===== config.mk =====
export PLATFORM = sky130hd
export DESIGN_NAME = pci_arbiter
export DESIGN_NICKNAME = d
export VERILOG_FILES = /design/src/rtl/pci_arbiter.sv
export SDC_FILE = /design/constraint.sdc
export NUM_CORES = 1
export LEC_CHECK = 0
export CAP_MARGIN = 20
export CORE_UTILIZATION = 47
export DETAILED_ROUTE_END_ITERATION = 16
export GPL_ROUTABILITY_DRIVEN = 0
export PLACE_DENSITY = 0.76
export SKIP_CTS_REPAIR_TIMING = 1
export SYNTH_ARGS = -nofsm -noshare
export SYNTH_HDL_FRONTEND = slang
export SYNTH_SLANG_ARGS = --single-unit
export TNS_END_PERCENT = 100

===== constraint.sdc =====
create_clock -name i_clk -period 1.9 [get_ports i_clk]
set_input_delay 0.19 -clock i_clk [delete_from_list [all_inputs] [get_ports i_clk]]
set_output_delay 0.19 -clock i_clk [all_outputs]
set_load 0.005 [all_outputs]

===== src/rtl/pci_arbiter.sv =====
// -----------------------------------------------------------------------------
// pci_arbiter
//
// Central PCI bus arbiter. Shares one AD/CBE/FRAME#/IRDY# bus among
// NUM_MASTERS initiators through active-low REQ#/GNT# pairs. Arbitration is
// round-robin, starting the search one past the most recently granted master.
// FRAME# and IRDY# are watched to track ownership. Grants never overlap, and
// every hand-over between masters has at least one cycle with all GNT# high.
//
// Optional feature (compile-time macro PCI_ARB_GNT_TIMEOUT_EN):
//   Defined   - a granted master that leaves the bus idle for GNT_TIMEOUT
//               edges loses its grant. o_timeout_stb pulses for one cycle and
//               the master drops to lowest priority.
//   Undefined - no counter. o_timeout_stb is tied low, and a granted master may
//               keep an unused grant indefinitely.
//
// Parameters:
//   NUM_MASTERS  number of REQ#/GNT# pairs (2..8)
//   OWNER_W      width of o_owner, >= clog2(NUM_MASTERS)
//   GNT_TIMEOUT  idle edges allowed before an unused grant is revoked
//
// Ports:
//   i_clk          bus clock; all logic is on the rising edge
//   i_rst          synchronous, active-high reset
//   i_req          per-master request, active-low (bit i = master i)
//   i_frame        PCI FRAME#, active-low
//   i_irdy         PCI IRDY#, active-low
//   o_gnt          per-master grant, active-low; at most one bit low
//   o_owner        index of the granted/owning master
//   o_owner_valid  high while o_owner is meaningful (GRANT or BUSY)
//   o_timeout_stb  one-cycle pulse when a grant is revoked for non-use
// -----------------------------------------------------------------------------
module pci_arbiter #(
  parameter int NUM_MASTERS = 4,
  parameter int OWNER_W     = 2,
  parameter int GNT_TIMEOUT = 16
) (
  input  logic                   i_clk,
  input  logic                   i_rst,
  input  logic [NUM_MASTERS-1:0] i_req,
  input  logic                   i_frame,
  input  logic                   i_irdy,
  output logic [NUM_MASTERS-1:0] o_gnt,
  output logic [OWNER_W-1:0]     o_owner,
  output logic                   o_owner_valid,
  output logic                   o_timeout_stb
);

  localparam int IDX_W = $clog2(NUM_MASTERS);

  // Reject illegal configurations at elaboration time.
  if (NUM_MASTERS < 2 || NUM_MASTERS > 8 || OWNER_W < IDX_W || GNT_TIMEOUT < 1)
  begin : g_bad_params
    $error("pci_arbiter: illegal parameter combination");
  end

  typedef enum logic [1:0] {
    ST_IDLE  = 2'd0,  // no owner, all grants high
    ST_GRANT = 2'd1,  // owner granted, waiting for FRAME#
    ST_BUSY  = 2'd2   // owner's transaction in progress
  } state_t;

  // ---------------------------------------------------------------------------
  // Registered state (every output comes straight from a flop)
  // ---------------------------------------------------------------------------
  state_t                 r_state;
  logic [NUM_MASTERS-1:0] r_gnt;
  logic [OWNER_W-1:0]     r_owner;
  logic                   r_owner_valid;
  logic [OWNER_W-1:0]     r_last;

  state_t                 w_state_nxt;
  logic [NUM_MASTERS-1:0] w_gnt_nxt;
  logic [OWNER_W-1:0]     w_owner_nxt;
  logic                   w_owner_valid_nxt;
  logic [OWNER_W-1:0]     w_last_nxt;

`ifdef PCI_ARB_GNT_TIMEOUT_EN
  localparam int                 CNT_W     = $clog2(GNT_TIMEOUT + 1);
  localparam logic [CNT_W-1:0]   TMO_LIMIT = CNT_W'(GNT_TIMEOUT);

  logic [CNT_W-1:0] r_cnt;
  logic             r_timeout_stb;
  logic [CNT_W-1:0] w_cnt_nxt;
  logic             w_timeout_stb_nxt;
`endif

  // ---------------------------------------------------------------------------
  // Decoded bus conditions
  // ---------------------------------------------------------------------------
  logic                   w_bidle;
  logic [IDX_W-1:0]       w_owner_idx;
  logic [NUM_MASTERS-1:0] w_owner_mask;
  logic                   w_owner_req;     // owner still requesting
  logic                   w_owner_gnt;     // owner's GNT# still driven low
  logic                   w_other_req;     // someone else wants the bus

  assign w_bidle      = i_frame & i_irdy;
  assign w_owner_idx  = IDX_W'(r_owner);
  assign w_owner_mask = NUM_MASTERS'(1) << w_owner_idx;
  assign w_owner_req  = ~i_req[w_owner_idx];
  assign w_owner_gnt  = ~r_gnt[w_owner_idx];
  assign w_other_req  = |(~i_req & ~w_owner_mask);

  // ---------------------------------------------------------------------------
  // Round-robin winner: the first low REQ# at r_last+1, r_last+2, ... (mod N).
  // The loop runs from the farthest candidate to the nearest. The nearest
  // requester is therefore the last to write the result, and it wins.
  // ---------------------------------------------------------------------------
  logic                   w_win_found;
  logic [IDX_W-1:0]       w_win_idx;
  logic [IDX_W-1:0]       w_cand;
  logic [NUM_MASTERS-1:0] w_win_gnt;

  always_comb begin
    // NOTE: every variable assigned in a combinational block gets a default
    // value first. Otherwise a path that skips the assignment infers a latch.
    w_win_found = 1'b0;
    w_win_idx   = '0;
    w_cand      = '0;
    for (int i = NUM_MASTERS; i >= 1; i--) begin
      w_cand = IDX_W'((int'(r_last) + i) % NUM_MASTERS);
      if (!i_req[w_cand]) begin
        w_win_found = 1'b1;
        w_win_idx   = w_cand;
      end
    end
  end

  assign w_win_gnt = ~(NUM_MASTERS'(1) << w_win_idx);

  // ---------------------------------------------------------------------------
  // Next-state / next-output logic
  // ---------------------------------------------------------------------------
  always_comb begin
    w_state_nxt       = r_state;
    w_gnt_nxt         = r_gnt;
    w_owner_nxt       = r_owner;
    w_owner_valid_nxt = r_owner_valid;
    w_last_nxt        = r_last;
`ifdef PCI_ARB_GNT_TIMEOUT_EN
    w_cnt_nxt         = r_cnt;
    w_timeout_stb_nxt = 1'b0;
`endif

    unique case (r_state)
      ST_IDLE: begin
        w_gnt_nxt         = '1;
        w_owner_valid_nxt = 1'b0;
        if (w_win_found) begin
          w_state_nxt       = ST_GRANT;
          w_gnt_nxt         = w_win_gnt;
          w_owner_nxt       = OWNER_W'(w_win_idx);
          w_owner_valid_nxt = 1'b1;
          w_last_nxt        = OWNER_W'(w_win_idx);
`ifdef PCI_ARB_GNT_TIMEOUT_EN
          w_cnt_nxt         = '0;
`endif
        end
      end

      ST_GRANT: begin
        // If FRAME# is low, take it even when the request is also being
        // withdrawn on this edge.
        if (!i_frame) begin
          w_state_nxt = ST_BUSY;
        end else if (!w_owner_req) begin
          w_state_nxt       = ST_IDLE;
          w_gnt_nxt         = '1;
          w_owner_valid_nxt = 1'b0;
        end
`ifdef PCI_ARB_GNT_TIMEOUT_EN
        else if (r_cnt == TMO_LIMIT) begin
          w_state_nxt       = ST_IDLE;
          w_gnt_nxt         = '1;
          w_owner_valid_nxt = 1'b0;
          w_timeout_stb_nxt = 1'b1;
          w_last_nxt        = r_owner;   // offender drops to lowest priority
        end else if (w_bidle) begin
          w_cnt_nxt = r_cnt + CNT_W'(1);
        end
`endif
      end

      ST_BUSY: begin
        if (w_bidle) begin
          // Back-to-back transfers stay with the owner only when it is
          // uncontested and still holds the grant.
          if (w_owner_gnt && w_owner_req && !w_other_req) begin
            w_state_nxt = ST_GRANT;
`ifdef PCI_ARB_GNT_TIMEOUT_EN
            w_cnt_nxt   = '0;
`endif
          end else begin
            w_state_nxt       = ST_IDLE;
            w_gnt_nxt         = '1;
            w_owner_valid_nxt = 1'b0;
          end
        end else if (w_owner_gnt && (w_other_req || !w_owner_req)) begin
          // Remove GNT# early. The owner keeps the bus until its current
          // transaction ends, and OWNER stays valid until then.
          w_gnt_nxt = '1;
        end
      end

      default: begin
        w_state_nxt       = ST_IDLE;
        w_gnt_nxt         = '1;
        w_owner_valid_nxt = 1'b0;
      end
    endcase
  end

  // ---------------------------------------------------------------------------
  // State register with synchronous reset
  // ---------------------------------------------------------------------------
  always_ff @(posedge i_clk) begin
    // NOTE: flops use non-blocking assignments. Every register then samples
    // the pre-edge values, whatever order the statements are written in.
    if (i_rst) begin
      r_state       <= ST_IDLE;
      r_gnt         <= '1;
      r_owner       <= '0;
      r_owner_valid <= 1'b0;
      r_last        <= OWNER_W'(NUM_MASTERS - 1);
`ifdef PCI_ARB_GNT_TIMEOUT_EN
      r_cnt         <= '0;
      r_timeout_stb <= 1'b0;
`endif
    end else begin
      r_state       <= w_state_nxt;
      r_gnt         <= w_gnt_nxt;
      r_owner       <= w_owner_nxt;
      r_owner_valid <= w_owner_valid_nxt;
      r_last        <= w_last_nxt;
`ifdef PCI_ARB_GNT_TIMEOUT_EN
      r_cnt         <= w_cnt_nxt;
      r_timeout_stb <= w_timeout_stb_nxt;
`endif
    end
  end

  assign o_gnt         = r_gnt;
  assign o_owner       = r_owner;
  assign o_owner_valid = r_owner_valid;
`ifdef PCI_ARB_GNT_TIMEOUT_EN
  assign o_timeout_stb = r_timeout_stb;
`else
  assign o_timeout_stb = 1'b0;
`endif

  // ---------------------------------------------------------------------------
  // Protocol properties
  // ---------------------------------------------------------------------------
  a_gnt_onehot0 : assert property (@(posedge i_clk) disable iff (i_rst)
    $onehot0(~o_gnt));

  // A low grant either stays on the same master or goes all-high first.
  a_handover_gap : assert property (@(posedge i_clk) disable iff (i_rst)
    (o_gnt != '1) |=> (o_gnt == '1 || o_gnt == $past(o_gnt)));

  a_gnt_has_owner : assert property (@(posedge i_clk) disable iff (i_rst)
    (o_gnt != '1) |-> o_owner_valid);

`ifdef PCI_ARB_GNT_TIMEOUT_EN
  a_stb_pulse : assert property (@(posedge i_clk) disable iff (i_rst)
    o_timeout_stb |=> !o_timeout_stb);
`endif

endmodule


==> qor.txt, run 1 <==
Avg Cell Area, Syn - 8.26 µm²
Worst vdd ir - 0.553 mV
Initial antenna violation count - 0
Num ports - 16
Final Cycle Share - 88.1%
Total detailed-routing wirelength - 1530 µm
Critical path endpoint category - flip-flop
Outcome - complete, no violations
DIE AREA - 1560 µm²
Sum Neg Setup Slack - 0 ns
DRC Markers - 0
Synth Register Bits - 11
Max cap viols - 0
Slew HR - 64.9%
GR Util met1 - 30.8%
Max Freq - 597 MHz
Total GRT Usage - 24.0%
Number of buffers created by CTS - 3
Hold Path Depth - 2
Clk sink count - 11
Reg2reg setup slack - 0.23 ns
Endpoint, Worst Hold - o_gnt[2]
Worst path arrival time - 1.82 ns
WL per Instance - 13.0 µm
Final nets - 112
Die X - 39.5 µm
Final core occ - 68.2%
Seq/Total Area, Yosys - 33.3%
Tot Pwr - 0.000655 W
Top FF cell, synth - dfxtp_1
Area growth syn-to-layout - 34.3%
Total congestion overflow - 0
Top post-synthesis cells by area - dfxtp_1 (33%), mux4_2 (6.8%), nor2_1 (6.8%)
Reg-to-Reg End - o_gnt[0]
Clk slew on worst S/H paths - 0.07 ns
RSZ-0062 raised after global routing - no
GRT met3 Usage - 5.68%
Final Hold Vio Count - 0
Cells after Synth - 80
Yosys top cell by area - dfxtp_1
Required @ worst endpoint - 2.05 ns
Via count - 674
Largest net degree at the start of global routing - 8
Max-slew violations - 0
Top-area cell type share of the netlist area - 33.3%
Clock Tree Buf Depth - 2
CP startpoint kind - flip-flop
CTS tree - yes
Hold path start - o_gnt[2]
Unique cell type count in the Yosys netlist - 32
FF-to-FF Start - o_owner[1]
Initial core utilization - 50.8%
Cell Area, Synth - 661 µm²
Post-DP HPWL - 1160 µm
CTS Root Cell - clkbuf_4
CP Class - reg2reg
Most crowded layer after global routing - met2
DR iter-0 viols - 17
First-pass iteration count of the detailed router - 4
Clk Latency, worst-skew pair - 0.27 ns
Vias in the first global route - 552
Async SR Flop Fraction - 0%
First-pass GRT wire length - 2380 µm
Share of layout cells above drive strength 1 - 15.5%
Worst-path maximum fanout - 5
Area of the core - 1300 µm²
PD cells - 738 nW/µm²
Antenna diodes - 0
Fin Clk Skew - 0.000476 ns
Die Ht - 39.5 µm
Synth warnings - 0
Count of final setup violators - 0
Syn nets - 88
H-tree levels - 1
LEAKAGE - 0.356 nW
Transition time of the tightest slew-check pin - 0.521 ns
# rows - 13
Antenna-violating nets left - 0
EDFF count, synth - 0
Tmin final - 1.67 ns
Port bufs - 14
Vias per cell - 5.71
Hold crit path type - reg2reg
Reg2Reg Depth - 5
GRT met2 Usage - 34.0%
cell usage after synthesis (2+ instances only):
| master | instances |
|---|---|
| nand3_1 | 2 |
| o2111ai_1 | 2 |
| nand2_1 | 6 |
| dfxtp_1 | 11 |
| inv_1 | 4 |
| mux4_2 | 2 |
| o21bai_1 | 5 |
| nor2_1 | 12 |
| a211oi_1 | 2 |
| nand2b_1 | 3 |
| a21oi_1 | 7 |
| nor3_1 | 4 |
cell usage in the layout (no fill, tap or decap), types with 2 or more instances in the layout:
cell,Yosys,layout
nand2_1,6,6
a211oi_1,2,2
dfxtp_1,11,11
inv_1,4,4
a21oi_1,7,7
nor2_1,12,12
mux4_2,2,2
clkdlybuf4s50_1,0,14
o21bai_1,5,5
clkbuf_4,0,3
nand3_1,2,2
nand2b_1,3,3
o2111ai_1,2,2
nor3_1,4,4
buf_4,1,7
state kept, by name, summed over array words and instances, names as in the netlist:
| signal | flops |
|---|---|
| r_last | 2 |
| o_owner_valid | 1 |
| o_gnt | 4 |
| r_state | 2 |
| o_owner | 2 |
worst max path at each step:
stage / start / to / depth (start not counted)
after floorplan: o_owner[0] / o_gnt[1] / 5
after global placement: i_req[2] / o_gnt[1] / 6
after detailed placement: i_req[2] / o_gnt[3] / 6
after CTS: o_owner[1] / o_gnt[3] / 5
after global routing: o_owner[1] / o_gnt[0] / 5
final: o_owner[1] / o_gnt[0] / 5
where the power goes:
| group | switching (W) | total, W | internal, W |
|---|---|---|---|
| clock | 0.0000777 | 0.000159 | 0.0000815 |
| sequential | 0.0000258 | 0.000283 | 0.000257 |
| combinational | 0.0000990 | 0.000213 | 0.000114 |
| total | 0.000203 | 0.000655 | 0.000452 |
cell families after synthesis:
kind of cell | Yosys count | share of synthesized area (%)
and+or+nand+nor | 34 | 25.0
AOI/OAI and AO/OA | 24 | 27.1
DFF | 11 | 33.3
buffers and inverters | 6 | 3.98
muxes | 4 | 10.0
other | 1 | 0.568
layout make-up:
type	count	area [µm²]
Fill cell	101	414
Timing Repair Buffer	21	193
Clock buffer	4	26.3
Sequential cell	11	220
Inverter	4	15.0
Tap cell	15	18.8
Multi-Input combinational cell	63	414
layer usage:
layer	up-vias	share of wire (%)
met2	24	46
met3	4	5.9
met5	-	0
met4	0	2.6
met1	309	46
li1	337	-
worst max-delay path, cell delays in order, from the launching register on:
cell,delay (ns)
dfxtp_1,0.38
mux4_2,0.56
nor2_2,0.16
o2111ai_2,0.21
a21oi_1,0.18
o21bai_1,0.07
through the flow:
stage | std cells | hold WS (ns) | cell area, µm² | setup WS [ns]
5_1_grt | 118 | 0.577 | 887 | 0.134
6_report | 118 | 0.547 | 887 | 0.226
2_1_floorplan | 80 | 0.287 | 661 | 0.263
3_5_place_dp | 114 | 0.532 | 861 | 0.00252
4_1_cts | 118 | 0.547 | 887 | 0.218
3_3_place_gp | 114 | 0.516 | 861 | 0.0364
Note: power is estimated with default switching activity, not from simulation.
==> run 2, diff against run 1 <==
CORE_UTILIZATION = 41   (was 47)
GPL_TIMING_DRIVEN = 1   (was unset)
PLACE_DENSITY = 0.68   (was 0.76)
==> run 2 against run 1 <==
Against the previous run: worst hold slack worse by 0.015 ns; design area grew 1.8%; largest power group unchanged; highest routed layer unchanged; clock skew increased by 0.00052 ns; sequential cell count stayed put; largest cell class unchanged; worst setup slack improved by 0.012 ns; global-route usage decreased by 3.6 points; critical path type is now in2reg; critical path depth up 1.
==> qor.txt, run 2 (synthesis results as in run 1) <==
Outcome - complete, no violations
Area of the core - 1510 µm²
Max cap viols - 0
H-tree levels - 1
Non-Filler Instances - 121
Hold Path Depth - 2
Fin Clk Skew - 0.000996 ns
First-pass iteration count of the detailed router - 4
CTS Root Cell - clkbuf_4
Hold path start - o_owner_valid
Sum Neg Setup Slack - 0 ns
Largest net degree at the start of global routing - 10
RSZ-0062 raised after global routing - no
CP Class - in2reg
Total congestion overflow - 0
Max-slew violations - 0
Vias in the first global route - 621
Post-DP HPWL - 1240 µm
Vias per cell - 5.60
Filler cells - 135
CTS tree - yes
Clk Latency, worst-skew pair - 0.27 ns
Required @ worst endpoint - 2.05 ns
DR iter-0 viols - 12
Area growth syn-to-layout - 36.7%
Final Hold Vio Count - 0
Worst-path cell chain - clkdlybuf4s50_1, mux4_2, nor2_2, o2111ai_2, a21oi_1, o21bai_1
Number of buffers created by CTS - 3
Total GRT Usage - 20.4%
Initial core utilization - 43.9%
Max Freq - 602 MHz
Initial antenna violation count - 0
Crit-path slowest cell - mux4_2
DRC Markers - 0
Antenna-violating nets left - 0
Share of layout cells above drive strength 1 - 17.1%
Number of flip-flops in the largest register - 4
Slew HR - 63.4%
CP startpoint kind - primary input
Reg2reg setup slack - 0.25 ns
Port bufs - 14
PD cells - 739 nW/µm²
Die X - 42.1 µm
Clock Tree Buf Depth - 2
Via count - 678
First-pass GRT wire length - 2720 µm
Most frequent cells in the layout - clkdlybuf4s50_1 (14), nor2_1 (12), dfxtp_1 (11)
DIE AREA - 1780 µm²
Antenna diodes - 0
Tot Pwr - 0.000667 W
Placed Instances - 117
Clk sink count - 11
Num ports - 16
Clk slew on worst S/H paths - 0.07 ns
Count of final setup violators - 0
Die Ht - 42.1 µm
Final Cycle Share - 87.5%
Tmin final - 1.66 ns
CP peak stage delay - 0.54 ns
Reg2Reg Depth - 5
Critical path endpoint category - flip-flop
Worst vdd ir - 0.503 mV
LEAKAGE - 0.365 nW
# rows - 14
Worst-path maximum fanout - 5
Total detailed-routing wirelength - 1610 µm
Final nets - 114
Reg-to-Reg End - o_gnt[1]
Transition time of the tightest slew-check pin - 0.543 ns
Hold crit path type - reg2reg
Endpoint, Worst Hold - o_owner_valid
WL per Instance - 13.3 µm
Worst path arrival time - 1.81 ns
Commonest non-fill, non-tap cell in the layout - clkdlybuf4s50_1
FF-to-FF Start - o_owner[1]
-- run 2: per-layer routing --
layer  up-vias  GRT usage (%)  wire length (µm)
li1        342              -                 -
met1       317           26.8               752
met2        17           30.6               751
met3         2           4.74                86
met4         0           11.9                21
met5         -              0                 0
-- run 2: stage by stage --
step                      util, %  instance area (µm²)  hold WS [ns]  worst slack (ns)
final                        60.0                  903         0.531             0.238
after global routing         60.0                  903         0.567             0.107
after CTS                    60.0                  903         0.537             0.244
after detailed placement     58.2                  877         0.523           -0.0374
after global placement       58.2                  877         0.512          -0.00855
after floorplan                 -                  661         0.287             0.263
-- run 2: how the worst max path moves through the flow --
stage | slack (ns) | cells after the start | start | to
detailed placement | -0.04 | 7 | i_req[3] | o_gnt[1]
finish | 0.24 | 6 | i_req[3] | o_gnt[1]
CTS | 0.24 | 5 | o_owner[1] | o_gnt[1]
global route | 0.11 | 5 | o_owner[1] | o_gnt[1]
floorplan | 0.26 | 5 | o_owner[0] | o_gnt[1]
global placement | -0.009 | 6 | i_req[3] | o_gnt[1]
-- run 2: layout make-up --
cell class                      instances  area (µm²)  share of cell area (%)
Inverter                                4        15.0                    1.66
Multi-Input combinational cell         63         414                    45.8
Tap cell                               16        20.0                    2.22
Clock buffer                            4        26.3                    2.91
Timing Repair Buffer                   23         208                    23.0
Sequential cell                        11         220                    24.4
-- run 2: critical path, delay by kind of cell --
family / cells / cell delay, ns
muxes: 1 / 0.54
AOI/OAI and AO/OA: 3 / 0.46
buffers and inverters: 1 / 0.46
and+or+nand+nor: 1 / 0.16
-- run 2: power by group --
group	total, W	leakage (nW)	switching (W)	internal [W]
Combinational	0.000222	0.260	0.000103	0.000119
Sequential	0.000283	0.0908	0.0000262	0.000257
Clock	0.000162	0.0150	0.0000806	0.0000815
Total	0.000667	0.365	0.000210	0.000457
==> run 3, diff against run 2 <==
CORE_MARGIN = 3   (was unset)
==> run 3 against run 2 <==
Against the previous run: sequential share of layout area about the same; die area grew 20%; non-clock buffer count stayed put; via count rose by 0.88%; register-to-register slack about the same; count of clock-buffer cells in the layout did not move; cell count is 0.83% lower; critical path type is now reg2reg; highest routed layer unchanged.
==> qor.txt, run 3 (synthesis results as in run 1) <==
Final Cycle Share - 86.6%
Vias per cell - 5.70
Total detailed-routing wirelength - 1600 µm
Commonest non-fill, non-tap cell in the layout - clkdlybuf4s50_1
Clock Tree Buf Depth - 2
CP Class - reg2reg
Total GRT Usage - 17.7%
Max cap viols - 0
Die Ht - 46.1 µm
Outcome - complete, no violations
Count of final setup violators - 0
PD cells - 735 nW/µm²
Final Hold Vio Count - 0
First-pass iteration count of the detailed router - 4
LEAKAGE - 0.365 nW
Sum Neg Setup Slack - 0 ns
FF-to-FF Start - o_owner[1]
DIE AREA - 2130 µm²
Area of the core - 1400 µm²
Place WS - 0.0477 ns
Share of layout cells above drive strength 1 - 17.1%
DRC Markers - 0
Critical path endpoint category - flip-flop
Vias in the first global route - 639
Final core occ - 64.5%
Number of flip-flops in the largest register - 4
Antenna diodes - 0
Worst-path maximum fanout - 5
CTS tree - yes
Area growth syn-to-layout - 36.6%
Initial antenna violation count - 0
Required @ worst endpoint - 2.07 ns
Worst path arrival time - 1.81 ns
Max Freq - 608 MHz
Worst vdd ir - 0.613 mV
Transition time of the tightest slew-check pin - 0.596 ns
Initial core utilization - 47.2%
Hold path start - o_owner_valid
Post-DP HPWL - 1200 µm
Final std cell area, no fill - 902 µm²
Port bufs - 14
WL per Instance - 13.4 µm
Slew HR - 59.9%
Most frequent cells in the layout - clkdlybuf4s50_1 (14), nor2_1 (12), dfxtp_1 (11)
Hold crit path type - reg2reg
Largest net degree at the start of global routing - 9
# rows - 13
Die X - 46.1 µm
Placed cell area - 876 µm²
Filler cells - 128
Num ports - 16
Number of buffers created by CTS - 3
RSZ-0062 raised after global routing - no
Total congestion overflow - 0
CP startpoint kind - flip-flop
Clk sink count - 11
Via count - 684
H-tree levels - 1
Tmin final - 1.65 ns
Clk Latency, worst-skew pair - 0.27 ns
DR iter-0 viols - 22
Max-slew violations - 0
Fin worst setup slack - 0.255 ns
Final nets - 114
CP startpoint - o_owner[1]
Antenna-violating nets left - 0
Clk slew on worst S/H paths - 0.07 ns
CTS Root Cell - clkbuf_4
Fin Clk Skew - 0.0106 ns
First-pass GRT wire length - 2640 µm
## run 3: cell counts in the layout (fill, tap and decap cells not counted)
No cell type changed its count.
## run 3: cell type report
cell class	count	area (µm²)	share of cell area [%]
Multi-Input combinational cell	63	414	45.9
Sequential cell	11	220	24.4
Timing Repair Buffer	23	208	23.0
Clock buffer	4	26.3	2.91
Tap cell	15	18.8	2.08
Inverter	4	15.0	1.66
## run 3: critical path, cell delays in order (launching register included)
cell and delay, ns:
dfxtp_1 0.37, mux4_2 0.55, nor2_2 0.16, o2111ai_2 0.21
a21oi_1 0.18, o21bai_1 0.07
## run 3: report_power, final
part	leakage, nW	switching, W	internal, W
Clock	0.0150	0.0000773	0.0000813
Combinational	0.260	0.000103	0.000119
Sequential	0.0908	0.0000252	0.000257
## run 3: through the flow
stage	hold WS, ns	power [W]	cells
after detailed placement	0.517	0.000507	116
final	0.530	0.000663	120
after CTS	0.535	0.000667	120
after global placement	0.516	0.000505	116
after floorplan	0.287	0.000408	80
after global routing	0.563	0.000711	120
## run 3: path summary, 6_finish.rpt
kind              endpoint  slack (ns)  depth (start not counted)
max               o_gnt[3]        0.25                          5
min          o_owner_valid        0.53                          2
max reg2reg       o_gnt[3]        0.25                          5
min reg2reg  o_owner_valid        0.53                          2
## run 3: metal layers
layer	routed length, µm	track usage [%]
met5	0	0
met4	23	9.66
met3	106	7.03
met2	670	25.0
met1	803	22.5
==> variant 1: new RTL, settings of run 3 <==
The 3 states of `state_t` get a one-hot encoding in 3 bits.
--- a/src/rtl/pci_arbiter.sv
+++ b/src/rtl/pci_arbiter.sv
@@ -54,10 +54,10 @@
     $error("pci_arbiter: illegal parameter combination");
   end
 
-  typedef enum logic [1:0] {
-    ST_IDLE  = 2'd0,  // no owner, all grants high
-    ST_GRANT = 2'd1,  // owner granted, waiting for FRAME#
-    ST_BUSY  = 2'd2   // owner's transaction in progress
+  typedef enum logic [2:0] {
+    ST_IDLE  = 3'b001,  // no owner, all grants high
+    ST_GRANT = 3'b010,  // owner granted, waiting for FRAME#
+    ST_BUSY  = 3'b100   // owner's transaction in progress
   } state_t;
 
   // ---------------------------------------------------------------------------
Function: no difference found for any inputs over 10 cycles, from zero or initial values and one cycle with i_rst high; not proved beyond that.
==> variant 1 against run 3 <==
Total power rose by 21%; sequential cell count is 1 higher; worst hold slack got worse by 39 ps; clock skew decreased by 5.3 ps; sequential share of layout area is 0.18 points higher; synthesized cell count up 14%; count of clock-buffer cells in the layout is the same; setup slack worse by 58 ps; area after synthesis up 14%; via count grew 6.6%; routed wire length up 5.7%; final area up 8.9%; largest cell class unchanged.
==> variant 1: results <==
set metrics [dict create \
    whs_path_depth 2 \
    ys_warn_count 0 \
    status "finished clean" \
    wl_mm 1.695 \
    drc_errors 0 \
    ys_seq_area_share_pct 32.00 \
    ys.flop_type "dfxtp_1" \
    cp_slowest_cell "mux4_2" \
    ys_top_cells_by_count "nor2_1 (14), dfxtp_1 (12), nand2_1 (8), a21oi_1 (7)" \
    clk_pin_slew_worst_paths_ps 80 \
    reg2reg_to "r_state[1]" \
    post-dp-hpwl_mm 1.272 \
    drive_gt1_share_pct 18.02 \
    grt_pass1_wl_mm 3.015 \
    grt_pass1_vias 708 \
    grt_max_degree 15 \
    worstPathArrival_ps 1870 \
    nets 120 \
    post_dp_cell_area_um2 944.7 \
    reg2reg_from "o_owner[0]" \
    async_reset_ff_share_pct 0 \
    worst_slew_pin_slew_ps 502.4 \
    io_buffers 14 \
    cts_max_level 1 \
    synth_xor_xnor_area_share_pct 0 \
    cts_buffer_depth 2 \
    synth_area_leaders "dfxtp_1 (32%), nor2_1 (7.0%), mux4_2 (6.0%)" \
    cts_buffers 3 \
    drt-initial-drc-count 25 \
    min_from "o_owner_valid" \
    diodes 0 \
    worstHoldPathType "register to register" \
    clk_latency_ps 270 \
    muxShareOfSynthArea_pct 11.67 \
    ys_types 40 \
    syn_avg_cell_area_um2 8.250 \
    vias_per_cell 5.400 \
    finalClockSkew_ps 5.295 \
    synthAdderAreaFrac_pct 0 \
    dp_cells 131 \
    wl_per_cell_um 12.56 \
    critPathMaxFanout 5 \
    syn-num-nets 99 \
    antenna_found_initial 0 \
    track_usage_pct 15.82 \
    cts_root_buf "clkbuf_4" \
    largest_reg_flops 4 \
    hold_ws_ps 490.2 \
    reg2reg_depth 4 \
    ir_worst_vdd_uv 548.3 \
    max_stage_delay_ps 540 \
    leakagePower_nw 0.3676 \
    synth-compound-area-share_pct 20.17 \
    rrSetupSlack_ps 200 \
]
variant 1: area by class of cell:
type                            count  area (um^2)
Clock buffer                        4        36.28
Fill cell                         149        629.4
Inverter                            2        7.507
Multi-Input combinational cell     71        466.7
Sequential cell                    12        241.5
Tap cell                           24        30.03
Timing Repair Buffer               22        200.2
variant 1: worst max-delay path, delay by kind of cell (launching register included):
family,cells,cell delay (ps)
DFF,1,400
and+or+nand+nor,1,230
muxes,1,540
AOI/OAI and AO/OA,2,440
variant 1: how the worst max path moves through the flow:
stage	from	endpoint	depth (start not counted)
2_1_floorplan	o_owner[0]	r_state[1]	5
3_3_place_gp	i_req[3]	o_gnt[2]	6
3_5_place_dp	i_req[3]	r_state[1]	5
4_1_cts	o_owner[0]	r_state[1]	4
5_1_grt	o_owner[0]	r_state[1]	4
6_report	o_owner[0]	r_state[1]	4
variant 1: metrics by stage:
step | utilization (%) | setup WS (ps) | TNS [ps]
after floorplan | - | 196.6 | 0
after global placement | 58.62 | -27.23 | -35.79
after detailed placement | 58.62 | -27.64 | -49.18
after CTS | 60.87 | 105.6 | 0
after global routing | 60.95 | 53.95 | 0
final | 60.95 | 196.1 | 0
variant 1: logic make-up (layout without fill, tap and decap cells):
logic type,after synthesis,count (layout)
simple gates,43,43
other cells,1,1
buf+inv,8,28
flops,12,12
mux,6,6
compound gates,21,21
variant 1: report_power, final:
part           total (mW)  internal, mW  leakage [nW]  switching, mW
combinational       0.267         0.151         0.247          0.116
sequential          0.333         0.288        0.0992         0.0453
clock               0.202         0.116        0.0210         0.0852
variant 1: routing by layer:
metal  routed length (um)  share of wire [%]  GRT usage (%)
met1                  836                 49          20.45
met2                  743                 44          24.66
met5                    0                  0              0
met4                   19                1.1          7.109
met3                   96                5.7          3.976
==> variant 2: new RTL, flow settings as in run 3 <==
Without the edit above. `OWNER_W`: 2 -> 4.
--- a/src/rtl/pci_arbiter.sv
+++ b/src/rtl/pci_arbiter.sv
@@ -32,7 +32,7 @@
 // -----------------------------------------------------------------------------
 module pci_arbiter #(
   parameter int NUM_MASTERS = 4,
-  parameter int OWNER_W     = 2,
+  parameter int OWNER_W     = 4,
   parameter int GNT_TIMEOUT = 16
 ) (
   input  logic                   i_clk,
Interface: changed (resized o_owner); port bits go from 16 to 18. No check against the original RTL was run, so the function may have changed too.
==> variant 2 against run 3 <==
Global-route usage rose by 0.10 points; setup slack worse by 210 ps; sequential cell count unchanged; total power is 6.3% higher; area after synthesis up 3.2%; count of clock-buffer cells in the layout decreased by 1; clock skew down 8.8 ps; critical path depth increased by 1; first-iteration DRC count down 45%; routed wire length is 5.8% higher; final area increased by 13%.
==> variant 2: results <==
set metrics [dict create \
    status "finished clean" \
    ys_types 37 \
    vias 701 \
    finalClockSkew_ps 1.851 \
    synth_area_leaders "dfxtp_1 (32%), o32a_1 (5.9%), nand2_1 (5.0%)" \
    reg2reg_depth 6 \
    drt-initial-drc-count 12 \
    nets 120 \
    grt_pass1_vias 664 \
    dp_slack_ps -266.8 \
    reg2reg_from "o_owner[1]" \
    wl_met3_um 69 \
    final_cells 127 \
    worstPathArrival_ps 2050 \
    holdPathEnd "o_owner_valid" \
    post-dp-hpwl_mm 1.322 \
    drive_gt1_share_pct 32.43 \
    period_needed_ps 1858 \
    hold_ws_ps 497.9 \
    leakagePower_nw 0.4338 \
    ys_top_cells_by_count "dfxtp_1 (11), nand2_1 (9), nor2_1 (6), a21oi_1 (5)" \
    rrSetupSlack_ps 40 \
    grt_pass1_wl_mm 2.773 \
    critPathLaunch "i_req[1]" \
    ir_worst_vdd_uv 518.2 \
    post_dp_cell_area_um2 943.4 \
    top_layer "met3" \
    route.met2.wl_um 819 \
    ys_seq_area_share_pct 32.29 \
    synth_cells 79 \
]
[variant 2: cell count changes in the layout (fill, tap and decap cells not counted), moves of 3 or more]
cell,change
nand2_1,+3
buf_4,+7
nor2_1,-6
nor3_1,-3
o21bai_1,-4
o32a_1,+3
[variant 2: logic make-up (layout without fill, tap and decap cells)]
kind of cell	after synthesis	in the layout	share of synthesized area (%)
AO/OA/AOI/OAI	21	21	23.67
buffers and inverters	8	38	6.605
flip-flops	11	11	32.29
multiplexers	3	3	8.808
other	1	3	0.5499
AND/OR/NAND/NOR	35	35	28.08
[variant 2: power groups by stage]
stage,combinational (mW),sequential [mW],clock [mW]
6_report,0.258,0.289,0.158
3_3_place_gp,0.239,0.291,0
2_1_floorplan,0.121,0.291,0
4_1_cts,0.245,0.287,0.169
5_1_grt,0.283,0.293,0.184
3_5_place_dp,0.243,0.292,0
[variant 2: cell type report]
| type | count | area [um^2] | area share (%) |
|---|---|---|---|
| Clock buffer | 3 | 22.52 | 2.217 |
| Clock inverter | 1 | 5.005 | 0.4926 |
| Inverter | 3 | 11.26 | 1.108 |
| Multi-Input combinational cell | 62 | 457.9 | 45.07 |
| Sequential cell | 11 | 222.7 | 21.92 |
| Tap cell | 16 | 20.02 | 1.970 |
| Timing Repair Buffer | 31 | 276.5 | 27.22 |
[variant 2: metal layers]
metal	vias up	global-route usage, %
li1	359	-
met1	329	22.25
met2	13	30.08
met3	0	6.897
met4	0	1.657
met5	-	0
[variant 2: critical path, stage by stage]
cell	delay (ps)
clkdlybuf4s50_1	480
or3b_4	440
a21oi_4	170
nor3_2	50
or4b_4	490
a221oi_2	230
